<file path="src/rtl/noise_scroll_gen.sv">
// Progressive video timing and test-pattern generator: black, static/scrolling LFSR noise, 8 colour bars.
// Optional build macro VGEN_GRID_EN adds a 64-pixel red grid overlay in the non-black modes.
module noise_scroll_gen #(
  parameter int               H_SYNCLEN   = 62,
  parameter int               H_BACKPORCH = 60,
  parameter int               H_ACTIVE    = 720,
  parameter int               H_TOTAL     = 858,
  parameter int               V_SYNCLEN   = 6,
  parameter int               V_BACKPORCH = 30,
  parameter int               V_ACTIVE    = 480,
  parameter int               V_TOTAL     = 525,
  parameter int               CNT_W       = 10,
  parameter int               LFSR_W      = 16,
  parameter logic [LFSR_W-1:0] LFSR_TAPS  = 16'hD008,
  parameter logic [LFSR_W-1:0] SEED       = 16'h0001,
  parameter int               DENSITY     = 7
) (
  input  logic       clk27,
  input  logic       reset,
  input  logic [1:0] mode,
  input  logic [3:0] scroll_speed,
  output logic [7:0] R_out,
  output logic [7:0] G_out,
  output logic [7:0] B_out,
  output logic       HSYNC_out,
  output logic       VSYNC_out,
  output logic       ENABLE_out,
  output logic       frame_start
);

  localparam int BAR_W = H_ACTIVE / 8;
  localparam logic [CNT_W-1:0] H_LAST    = CNT_W'(H_TOTAL - 1);
  localparam logic [CNT_W-1:0] V_LAST    = CNT_W'(V_TOTAL - 1);
  localparam logic [CNT_W-1:0] H_SYNC_C  = CNT_W'(H_SYNCLEN);
  localparam logic [CNT_W-1:0] V_SYNC_C  = CNT_W'(V_SYNCLEN);
  localparam logic [CNT_W-1:0] X_START_C = CNT_W'(H_SYNCLEN + H_BACKPORCH);
  localparam logic [CNT_W-1:0] Y_START_C = CNT_W'(V_SYNCLEN + V_BACKPORCH);
  localparam logic [CNT_W-1:0] X_END_C   = CNT_W'(H_SYNCLEN + H_BACKPORCH + H_ACTIVE);
  localparam logic [CNT_W-1:0] Y_END_C   = CNT_W'(V_SYNCLEN + V_BACKPORCH + V_ACTIVE);
  localparam logic [LFSR_W-1:0] LFSR_ONE = {{(LFSR_W-1){1'b0}}, 1'b1};
  localparam logic [LFSR_W-1:0] SEED_EFF = (SEED == '0) ? LFSR_ONE : SEED;

  // An all-zero state would lock the shift register, so it is replaced by 1.
  function automatic logic [LFSR_W-1:0] lfsr_step(input logic [LFSR_W-1:0] s);
    logic [LFSR_W-1:0] n;
    n = {s[LFSR_W-2:0], ^(s & LFSR_TAPS)};
    return (n == '0) ? LFSR_ONE : n;
  endfunction

  logic [CNT_W-1:0]  h_cnt, v_cnt, x_rel;
  logic [1:0]        mode_q;
  logic [3:0]        speed_q;
  logic [LFSR_W-1:0] frame_seed, pix_lfsr;
  logic              frame_end, vld_p0, lit;
  logic [2:0]        bar_idx;
  logic [7:0]        r_p0, g_p0, b_p0;

  assign frame_end = (h_cnt == H_LAST) && (v_cnt == V_LAST);
  assign vld_p0    = (h_cnt >= X_START_C) && (h_cnt < X_END_C) &&
                     (v_cnt >= Y_START_C) && (v_cnt < Y_END_C);
  assign x_rel     = h_cnt - X_START_C;
  assign lit       = &pix_lfsr[LFSR_W-1 -: DENSITY];

`ifdef VGEN_GRID_EN
  logic [CNT_W-1:0] y_rel;
  assign y_rel = v_cnt - Y_START_C;
`endif

  // Stage p0: raster counters, per-frame control capture and noise state
  always_ff @(posedge clk27) begin
    if (reset) begin
      h_cnt      <= '0;
      v_cnt      <= '0;
      mode_q     <= 2'd0;
      speed_q    <= 4'd0;
      frame_seed <= SEED_EFF;
      pix_lfsr   <= SEED_EFF;
    end else begin
      if (h_cnt == H_LAST) begin
        h_cnt <= '0;
        v_cnt <= (v_cnt == V_LAST) ? '0 : v_cnt + 1'b1;
      end else begin
        h_cnt <= h_cnt + 1'b1;
      end

      if (frame_end) begin
        mode_q  <= mode;
        speed_q <= scroll_speed;
      end

      // Scrolling takes exactly speed_q seed steps at the top of each frame.
      case (mode_q)
        2'd1:    frame_seed <= SEED_EFF;
        2'd2:    if ((v_cnt == '0) && (h_cnt < CNT_W'(speed_q))) frame_seed <= lfsr_step(frame_seed);
        default: ;
      endcase

      if ((h_cnt == '0) && (v_cnt == Y_START_C))
        pix_lfsr <= frame_seed;
      else if (vld_p0 && ((mode_q == 2'd1) || (mode_q == 2'd2)))
        pix_lfsr <= lfsr_step(pix_lfsr);
    end
  end

  always_comb begin
    r_p0    = 8'h00;
    g_p0    = 8'h00;
    b_p0    = 8'h00;
    bar_idx = 3'd0;
    for (int k = 1; k < 8; k++)
      if (x_rel >= CNT_W'(k * BAR_W)) bar_idx = bar_idx + 3'd1;
    if (vld_p0) begin
      case (mode_q)
        2'd1, 2'd2: begin
          r_p0 = {8{lit}};
          g_p0 = {8{lit}};
          b_p0 = {8{lit}};
        end
        // Bar order white..black maps to inverted index bits: R=~idx[1], G=~idx[2], B=~idx[0].
        2'd3: begin
          r_p0 = {8{~bar_idx[1]}};
          g_p0 = {8{~bar_idx[2]}};
          b_p0 = {8{~bar_idx[0]}};
        end
        default: ;
      endcase
`ifdef VGEN_GRID_EN
      if ((mode_q != 2'd0) && ((x_rel[5:0] == 6'd0) || (y_rel[5:0] == 6'd0)))
        r_p0 = r_p0 | 8'hD0;
`endif
    end
  end

  // Stage p1: registered outputs, all aligned one cycle behind the counters
  always_ff @(posedge clk27) begin
    if (reset) begin
      HSYNC_out   <= 1'b0;
      VSYNC_out   <= 1'b0;
      ENABLE_out  <= 1'b0;
      R_out       <= 8'h00;
      G_out       <= 8'h00;
      B_out       <= 8'h00;
      frame_start <= 1'b0;
    end else begin
      HSYNC_out   <= (h_cnt >= H_SYNC_C);
      VSYNC_out   <= (v_cnt >= V_SYNC_C);
      ENABLE_out  <= vld_p0;
      R_out       <= r_p0;
      G_out       <= g_p0;
      B_out       <= b_p0;
      frame_start <= (h_cnt == '0) && (v_cnt == '0);
    end
  end

endmodule

</file>
<file path="config.mk">
export PLATFORM = sky130hd
export DESIGN_NAME = noise_scroll_gen
export DESIGN_NICKNAME = d
export VERILOG_FILES = /design/src/rtl/noise_scroll_gen.sv
export SDC_FILE = /design/constraint.sdc
export NUM_CORES = 1
export LEC_CHECK = 0
export BUFFER_PORTS_ARGS = -buffer_cell sky130_fd_sc_hd__buf_2
export CAP_MARGIN = 15
export CORE_UTILIZATION = 39
export DETAILED_ROUTE_END_ITERATION = 8
export GPL_TIMING_DRIVEN = 0
export SETUP_SLACK_MARGIN = 0.15
export SLEW_MARGIN = 20
export SYNTH_ARGS = -nofsm -noshare
export SYNTH_HDL_FRONTEND = slang
export SYNTH_SLANG_ARGS = --single-unit
</file>
<file path="constraint.sdc">
create_clock -name clk27 -period 5.7 [get_ports clk27]
set_input_delay 1.71 -clock clk27 [delete_from_list [all_inputs] [get_ports clk27]]
set_output_delay 1.71 -clock clk27 [all_outputs]
set_load 0.03 [all_outputs]
</file>
==> qor.yml, run 1 <==
critPathBufInv: 4
die_h_um: 105
numCtsBuffers: 9
cpMostUsedCell: "sky130_fd_sc_hd__ha_1"
ys_types: 57
max-cap-violations: 0
crit_path_end_kind: "flip-flop"
synth-edff-count: 0
pre_cts_slack_ps: -465
dr_total_vias: 3824
cts_num_sinks: 65
placedInstanceArea_mm2: 0.00449
power.ir.vdd_worst_uv: 179
ant_nets: 0
run_status: "completed"
power_leakage_uw: 0.00187
async_reset_ff_frac: 0
drt_pre_antenna_iters: 5
antenna_found_initial: 0
yosysWarnings: 0
post_synth_fa_ha_maj_area_fraction: 0.0695
numPortBuffers: 34
critical_path.slowest_cell: "sky130_fd_sc_hd__dfxtp_4"
place.detailed.hpwl_um: 7540
combinational_family_with_the_most_area_after_synthesis: "simple AND/OR/NAND/NOR gates"
final_period_minus_worst_setup_slack_ps: 5230
start_kind: "flip-flop"
yosys.area.top_type_share: 0.314
synth-seq-area-share: 0.314
synth_compound_area_frac: 0.189
crit_chain: "buf_6, clkinvlp_4, ha_4, nand3b_1, xnor2_2, o32ai_2, a21o_1, a211oi_4, buf_4, ha_4, xnor2_2, ha_1, inv_1, a221o_1, a221o_1, ha_1, mux2_2, ha_1, nand2_1, xnor2_1, xnor3_1, xnor2_1, o21ai_0"
final_net_count: 600
report.final.slew_viol_count: 0
netlist_area_mm2: 0.00414
post_synth_main_area_contributors: "sky130_fd_sc_hd__dfxtp_1, sky130_fd_sc_hd__ha_1, sky130_fd_sc_hd__nor2_1"
clock_tree_from_tritoncts: "built"
rows: 37
globalRoute.totalOverflow: 0
antenna_cells_inserted: 0
die-width_um: 105
post_drt_wl_per_cell_um: 14.7
tightestPinTransition_ps: 735
initial_cell_density_of_the_core: 0.401
postRouteWirelength_um: 10400
synth_nets: 550
area_growth_pct: 15.9
hold_path_class: "flip-flop to flip-flop"
synth_seq_cells: 65
worst_ep_required_time_ps: 5950
final_min_period_over_clock_period: 0.917
relSlewSlack: 0.506
cts.hold.buffers_added: 0
max_stage_delay_ps: 410
die_area_mm2: 0.0110
path_clk_slew_ps: 80
post_synth_xor_area_fraction: 0.0870
setup_slack_ps: 471
arrival_ps: 5480
finalHoldViolCount: 0
fin_total_pwr_uw: 898
clkLatencyLatePin_ps: 360
grt_pass1_wl_um: 17000
design.core.area_mm2: 0.0103
drtIter0Drc: 328
grt_max_degree: 13
clock_tree.buffer_depth: 2
design.portCount: 36
cellPowerDensity_mw_per_mm2: 187
number_of_setup_violations_in_the_final_report: 0
timing.hold.ws_ps: 474
htree_num_levels: 3
first_global_vias: 3483
post-synth-top-area-cell: "sky130_fd_sc_hd__dfxtp_1"
vias_per_cell: 5.39
worstHoldStart: "pix_lfsr[1]"
rsz_0062_raised_after_global_routing: "false"
crit-reg2reg-launch: "h_cnt[1]"
ratio_of_cells_with_drive_above_1_in_the_final_layout: 0.193
yosys-mux-area-fraction: 0.0293
criticalPathCategory: "flip-flop to flip-flop"
syn_avg_cell_area_um2: 7.98
critical-path-top-delay-family: "compound AO/OA/AOI/OAI gates"
postLayoutCellArea_mm2: 0.00480
gp_congestion: 0.955
max_freq_mhz: 191
clock-root-buffer: "sky130_fd_sc_hd__clkbuf_8"
post_synth_and_or_nand_nor_area_fraction: 0.215
global_route.usage.total: 0.194
post-route-drc-count: 0
setup.worst_path.start: "h_cnt[1]"
timing.clock.skew_ps: 9.34
path_max_fanout: 10
synthesis.instances: 519
synth-main-ff-cell: "sky130_fd_sc_hd__dfxtp_1"
## flip-flops by register name, summed over array words and instances (netlist names)
name	cells
VSYNC_out	1
R_out	1
pix_lfsr	16
ENABLE_out	1
frame_start	1
mode_q	2
v_cnt	10
speed_q	4
G_out	1
HSYNC_out	1
h_cnt	10
B_out	1
frame_seed	16
## where the power goes
part           leakage (uW)  total [uW]  internal, uW  switching [uW]
clock network     0.0000814         353           156             197
registers          0.000526         461           456            4.34
logic               0.00126        84.6          33.6            51.0
total               0.00187         898           646             252
## tightest hold or removal path, cell delays in order, from the launching register on
cell,delay (ps)
sky130_fd_sc_hd__dfxtp_1,330
sky130_fd_sc_hd__nand2_1,60
sky130_fd_sc_hd__a21oi_1,50
## timing repair
action,CTS,global route
gates resized for setup,13,15
pin swaps,0,5
setup buffers,0,5
endpoints found under the setup margin,2,1
## path summary, 6_finish.rpt
kind | endpoint | slack (ps) | depth (start not counted)
max | G_out[6] | 470 | 23
min | pix_lfsr[1] | 470 | 2
max reg2reg | G_out[6] | 470 | 23
min reg2reg | pix_lfsr[1] | 470 | 2
## layout by cell type (no fill, tap or decap), types with 10 or more instances in the layout
master / n
sky130_fd_sc_hd__clkbuf_1: 22
sky130_fd_sc_hd__inv_1: 28
sky130_fd_sc_hd__xnor2_1: 21
sky130_fd_sc_hd__nand3_1: 12
sky130_fd_sc_hd__xor2_1: 13
sky130_fd_sc_hd__nor4_1: 10
sky130_fd_sc_hd__o21ai_0: 13
sky130_fd_sc_hd__a22oi_1: 22
sky130_fd_sc_hd__dfxtp_1: 63
sky130_fd_sc_hd__nand2_1: 44
sky130_fd_sc_hd__nor3_1: 11
sky130_fd_sc_hd__nor2_1: 60
sky130_fd_sc_hd__mux2i_1: 11
sky130_fd_sc_hd__nand4_1: 11
sky130_fd_sc_hd__ha_1: 21
sky130_fd_sc_hd__buf_4: 27
sky130_fd_sc_hd__buf_2: 36
sky130_fd_sc_hd__a21oi_1: 37
## logic make-up after synthesis
family	count (synthesis)
AOI/OAI and AO/OA	114
and+or+nand+nor	184
buffers and inverters	83
xor gates and xnor gates	38
DFF	65
adders and majority gates	23
muxes	12
## cells in the mapped netlist, drive strengths merged, types with 5 or more instances
master  instances
a211oi          7
a21o            5
a21oi          37
a22oi          22
buf            26
clkbuf         28
dfxtp          65
ha             23
inv            29
mux2i          11
nand2          44
nand2b          5
nand3          12
nand4          11
nor2           61
nor3           11
nor4           12
o21ai          13
or2             7
xnor2          23
xor2           13
## layer usage
| metal | GRT usage | routed length [um] | up-vias |
|---|---|---|---|
| met5 | 0 | 0 | - |
| met3 | 0.0487 | 562 | 11 |
| li1 | - | - | 1903 |
| met2 | 0.306 | 4670 | 117 |
| met1 | 0.259 | 5050 | 1793 |
| met4 | 0.0624 | 146 | 0 |
## stage by stage
step / cells / setup TNS, ps / utilization
floorplan: 519 / 0 / -
global placement: 689 / -366 / 0.434
detailed placement: 689 / -465 / 0.435
CTS: 705 / 0 / 0.454
global route: 710 / 0 / 0.465
finish: 710 / 0 / 0.465
## layout make-up
cell class	count	area (um^2)
Clock buffer	9	124
Fill cell	1017	5530
Clock inverter	7	46.3
Buffer	54	307
Sequential cell	65	1310
Multi-Input combinational cell	371	2520
Tap cell	136	170
Timing Repair Buffer	39	208
Inverter	29	113
(Power assumes the default switching activity.)
==> run 2: changes to the inputs <==
--- a/config.mk
+++ b/config.mk
@@ -5,6 +5,7 @@
 export SDC_FILE = /design/constraint.sdc
 export NUM_CORES = 1
 export LEC_CHECK = 0
+export ABC_AREA = 1
 export BUFFER_PORTS_ARGS = -buffer_cell sky130_fd_sc_hd__buf_2
 export CAP_MARGIN = 15
 export CORE_UTILIZATION = 39
==> run 2 against run 1 <==
Power fell by 0.50%. Clock skew shrank 0.77 ps. Hold slack lost 10 ps. Largest cell class unchanged. Largest power group unchanged. Highest routed layer unchanged.
==> qor.yml, run 2 <==
place.detailed.hpwl_um: 7710  # +2.3%
yosysWarnings: 0  # unchanged
synth_nets: 631  # +15%
synthesis.instances: 600  # +16%
numCtsBuffers: 9  # unchanged
pre_cts_slack_ps: 697  # +1160 ps
clock_tree_from_tritoncts: "built"
max_freq_mhz: 205  # +7.1%
grt_pass1_wl_um: 17000  # +0.12%
design.core.area_mm2: 0.0104  # +0.90%
rsz_0062_raised_after_global_routing: "false"
relSlewSlack: 0.626  # +0.121
dr_total_vias: 3983  # +4.2%
final_common_cell: "sky130_fd_sc_hd__nand2_1"
final_min_period_over_clock_period: 0.857  # -0.0607
first_global_vias: 3740  # +7.4%
criticalPathCategory: "flip-flop to flip-flop"
critical_path.slowest_cell: "sky130_fd_sc_hd__dfxtp_1"
reg_top3: "frame_seed x16, pix_lfsr x16"
die_area_mm2: 0.0113  # +2.3%
syn_avg_cell_area_um2: 7.06  # -12%
clock_tree.buffer_depth: 2  # unchanged
timing.clock.skew_ps: 8.57  # -0.768 ps
post-synth-top-area-cell: "sky130_fd_sc_hd__dfxtp_1"
synth-seq-area-share: 0.307  # -0.00705
post_drt_wl_per_cell_um: 12.6  # -14%
power.ir.vdd_worst_uv: 136  # -24%
final_period_minus_worst_setup_slack_ps: 4880  # -346 ps
cpMostUsedCell: "sky130_fd_sc_hd__nand2_1"
crit_path_end_kind: "flip-flop"
power_leakage_uw: 0.00215  # +15%
finalSetupTns_ps: 0  # unchanged
design.portCount: 36  # unchanged
setup_slack_ps: 817  # +346 ps
max_stage_delay_ps: 470  # +60 ps
globalRoute.totalOverflow: 0  # unchanged
finalHoldViolCount: 0  # unchanged
die_h_um: 106  # +1.1%
worst_ep_required_time_ps: 5980  # +30 ps
synth-edff-count: 0  # unchanged
clkLatencyLatePin_ps: 350  # about the same
rows: 37  # unchanged
netlist_area_mm2: 0.00424  # +2.3%
vias_per_cell: 5.06  # -6.0%
antenna_cells_inserted: 0  # unchanged
post-route-drc-count: 0  # unchanged
cellPowerDensity_mw_per_mm2: 187  # about the same
post_synth_main_area_contributors: "sky130_fd_sc_hd__dfxtp_1, sky130_fd_sc_hd__nand2_1, sky130_fd_sc_hd__ha_1"
report.final.slew_viol_count: 0  # unchanged
yosys.area.top_type_share: 0.307  # -0.00705
postRouteWirelength_um: 9900  # -5.0%
area_growth_pct: 12.8
gp_congestion: 0.891  # -6.7%
run_status: "completed"
die-width_um: 106  # +1.1%
max-cap-violations: 0  # unchanged
clock-root-buffer: "sky130_fd_sc_hd__clkbuf_8"
synth_seq_cells: 65  # unchanged
start_kind: "flip-flop"
ys_types: 50  # -12%
arrival_ps: 5160  # -320 ps
cts_num_sinks: 65  # unchanged
number_of_setup_violations_in_the_final_report: 0  # unchanged
most-common-layout-cells: "sky130_fd_sc_hd__nand2_1, sky130_fd_sc_hd__dfxtp_1, sky130_fd_sc_hd__inv_1, sky130_fd_sc_hd__nand3_1, sky130_fd_sc_hd__nor2_1"
htree_num_levels: 3  # unchanged
final_net_count: 677  # +13%
cts.hold.buffers_added: 0  # unchanged
tightestPinTransition_ps: 561  # -175 ps
path_max_fanout: 6  # -4
hold_path_class: "flip-flop to flip-flop"
synth-main-ff-cell: "sky130_fd_sc_hd__dfxtp_1"
antenna_found_initial: 0  # unchanged
numPortBuffers: 35  # +2.9%
drtIter0Drc: 263  # -20%
ant_nets: 0  # unchanged
ratio_of_cells_with_drive_above_1_in_the_final_layout: 0.207  # +0.0140
yosys.cell_count.top_type: "sky130_fd_sc_hd__nand2_1"
global_route.usage.total: 0.187  # -0.00721
path_clk_slew_ps: 80  # about the same
netlist_top_cells_count: "sky130_fd_sc_hd__nand2_1, sky130_fd_sc_hd__dfxtp_1, sky130_fd_sc_hd__inv_1, sky130_fd_sc_hd__nand3_1, sky130_fd_sc_hd__nor2_1"
grt_max_degree: 13  # unchanged
drt_pre_antenna_iters: 5  # unchanged
initial_cell_density_of_the_core: 0.407  # +0.00556
async_reset_ff_frac: 0  # unchanged
run 2: worst paths after layout:
kind / start / end / slack [ps] / cells past startpoint
worst max-delay path: h_cnt[2] / G_out[6] / 820 / 35
worst min register to register: speed_q[1] / speed_q[1] / 460 / 2
worst min-delay path: speed_q[1] / speed_q[1] / 460 / 2
worst max register to register: h_cnt[2] / G_out[6] / 820 / 35
run 2: critical path: cells and delay by family, from the launching register on:
family | cells | cell delay [ps]
adders and majority gates | 5 | 1390
buffers and inverters | 6 | 460
AOI/OAI and AO/OA | 3 | 340
DFF | 1 | 470
and+or+nand+nor | 21 | 2160
run 2: cell families (layout without fill, tap and decap cells):
kind of cell,count (synthesis),count (layout),synth area share
fa+ha+maj,23,23,0.0679
compound gates,95,95,0.129
buf+inv,107,158,0.119
simple gates,297,297,0.348
flops,65,65,0.307
xor+xnor,13,13,0.0286
run 2: layout make-up:
| class | count | area [um^2] |
|---|---|---|
| plain buffers | 35 | 229 |
| clock buffers | 9 | 124 |
| clock inverters | 7 | 71.3 |
| fillers | 1092 | 5640 |
| inverters | 72 | 275 |
| multi-input cells | 428 | 2430 |
| flip-flops and latches | 65 | 1300 |
| well taps | 136 | 170 |
| repair buffers | 35 | 175 |
run 2: through the flow:
stage / hold WS, ps / utilization / std cells / instance area, um^2 / power [uW]
after floorplan: 433 / - / 600 / 4240 / 501
after global placement: 449 / 0.440 / 771 / 4580 / 515
after detailed placement: 450 / 0.440 / 771 / 4580 / 515
after CTS: 461 / 0.459 / 787 / 4780 / 905
after global routing: 507 / 0.459 / 787 / 4780 / 932
final: 464 / 0.459 / 787 / 4780 / 894
run 2: layer usage:
metal  vias up  share of wire  GRT usage
met2        98           0.47      0.311
met1      1806           0.48      0.243
met5         -              0          0
met4         0          0.015     0.0694
li1       2065              -          -
met3        14          0.041     0.0270
run 2: timing repair:
action	CTS	global route
buffers inserted	0	0
gates resized for setup	0	1
endpoints found under the setup margin	0	1
endpoints found under the hold margin	0	0
run 2: where the power goes:
part | switching, uW | internal, uW | total [uW]
Sequential | 4.31 | 456 | 461
Clock | 188 | 201 | 389
Combinational | 30.2 | 13.9 | 44.0
Total | 223 | 671 | 894
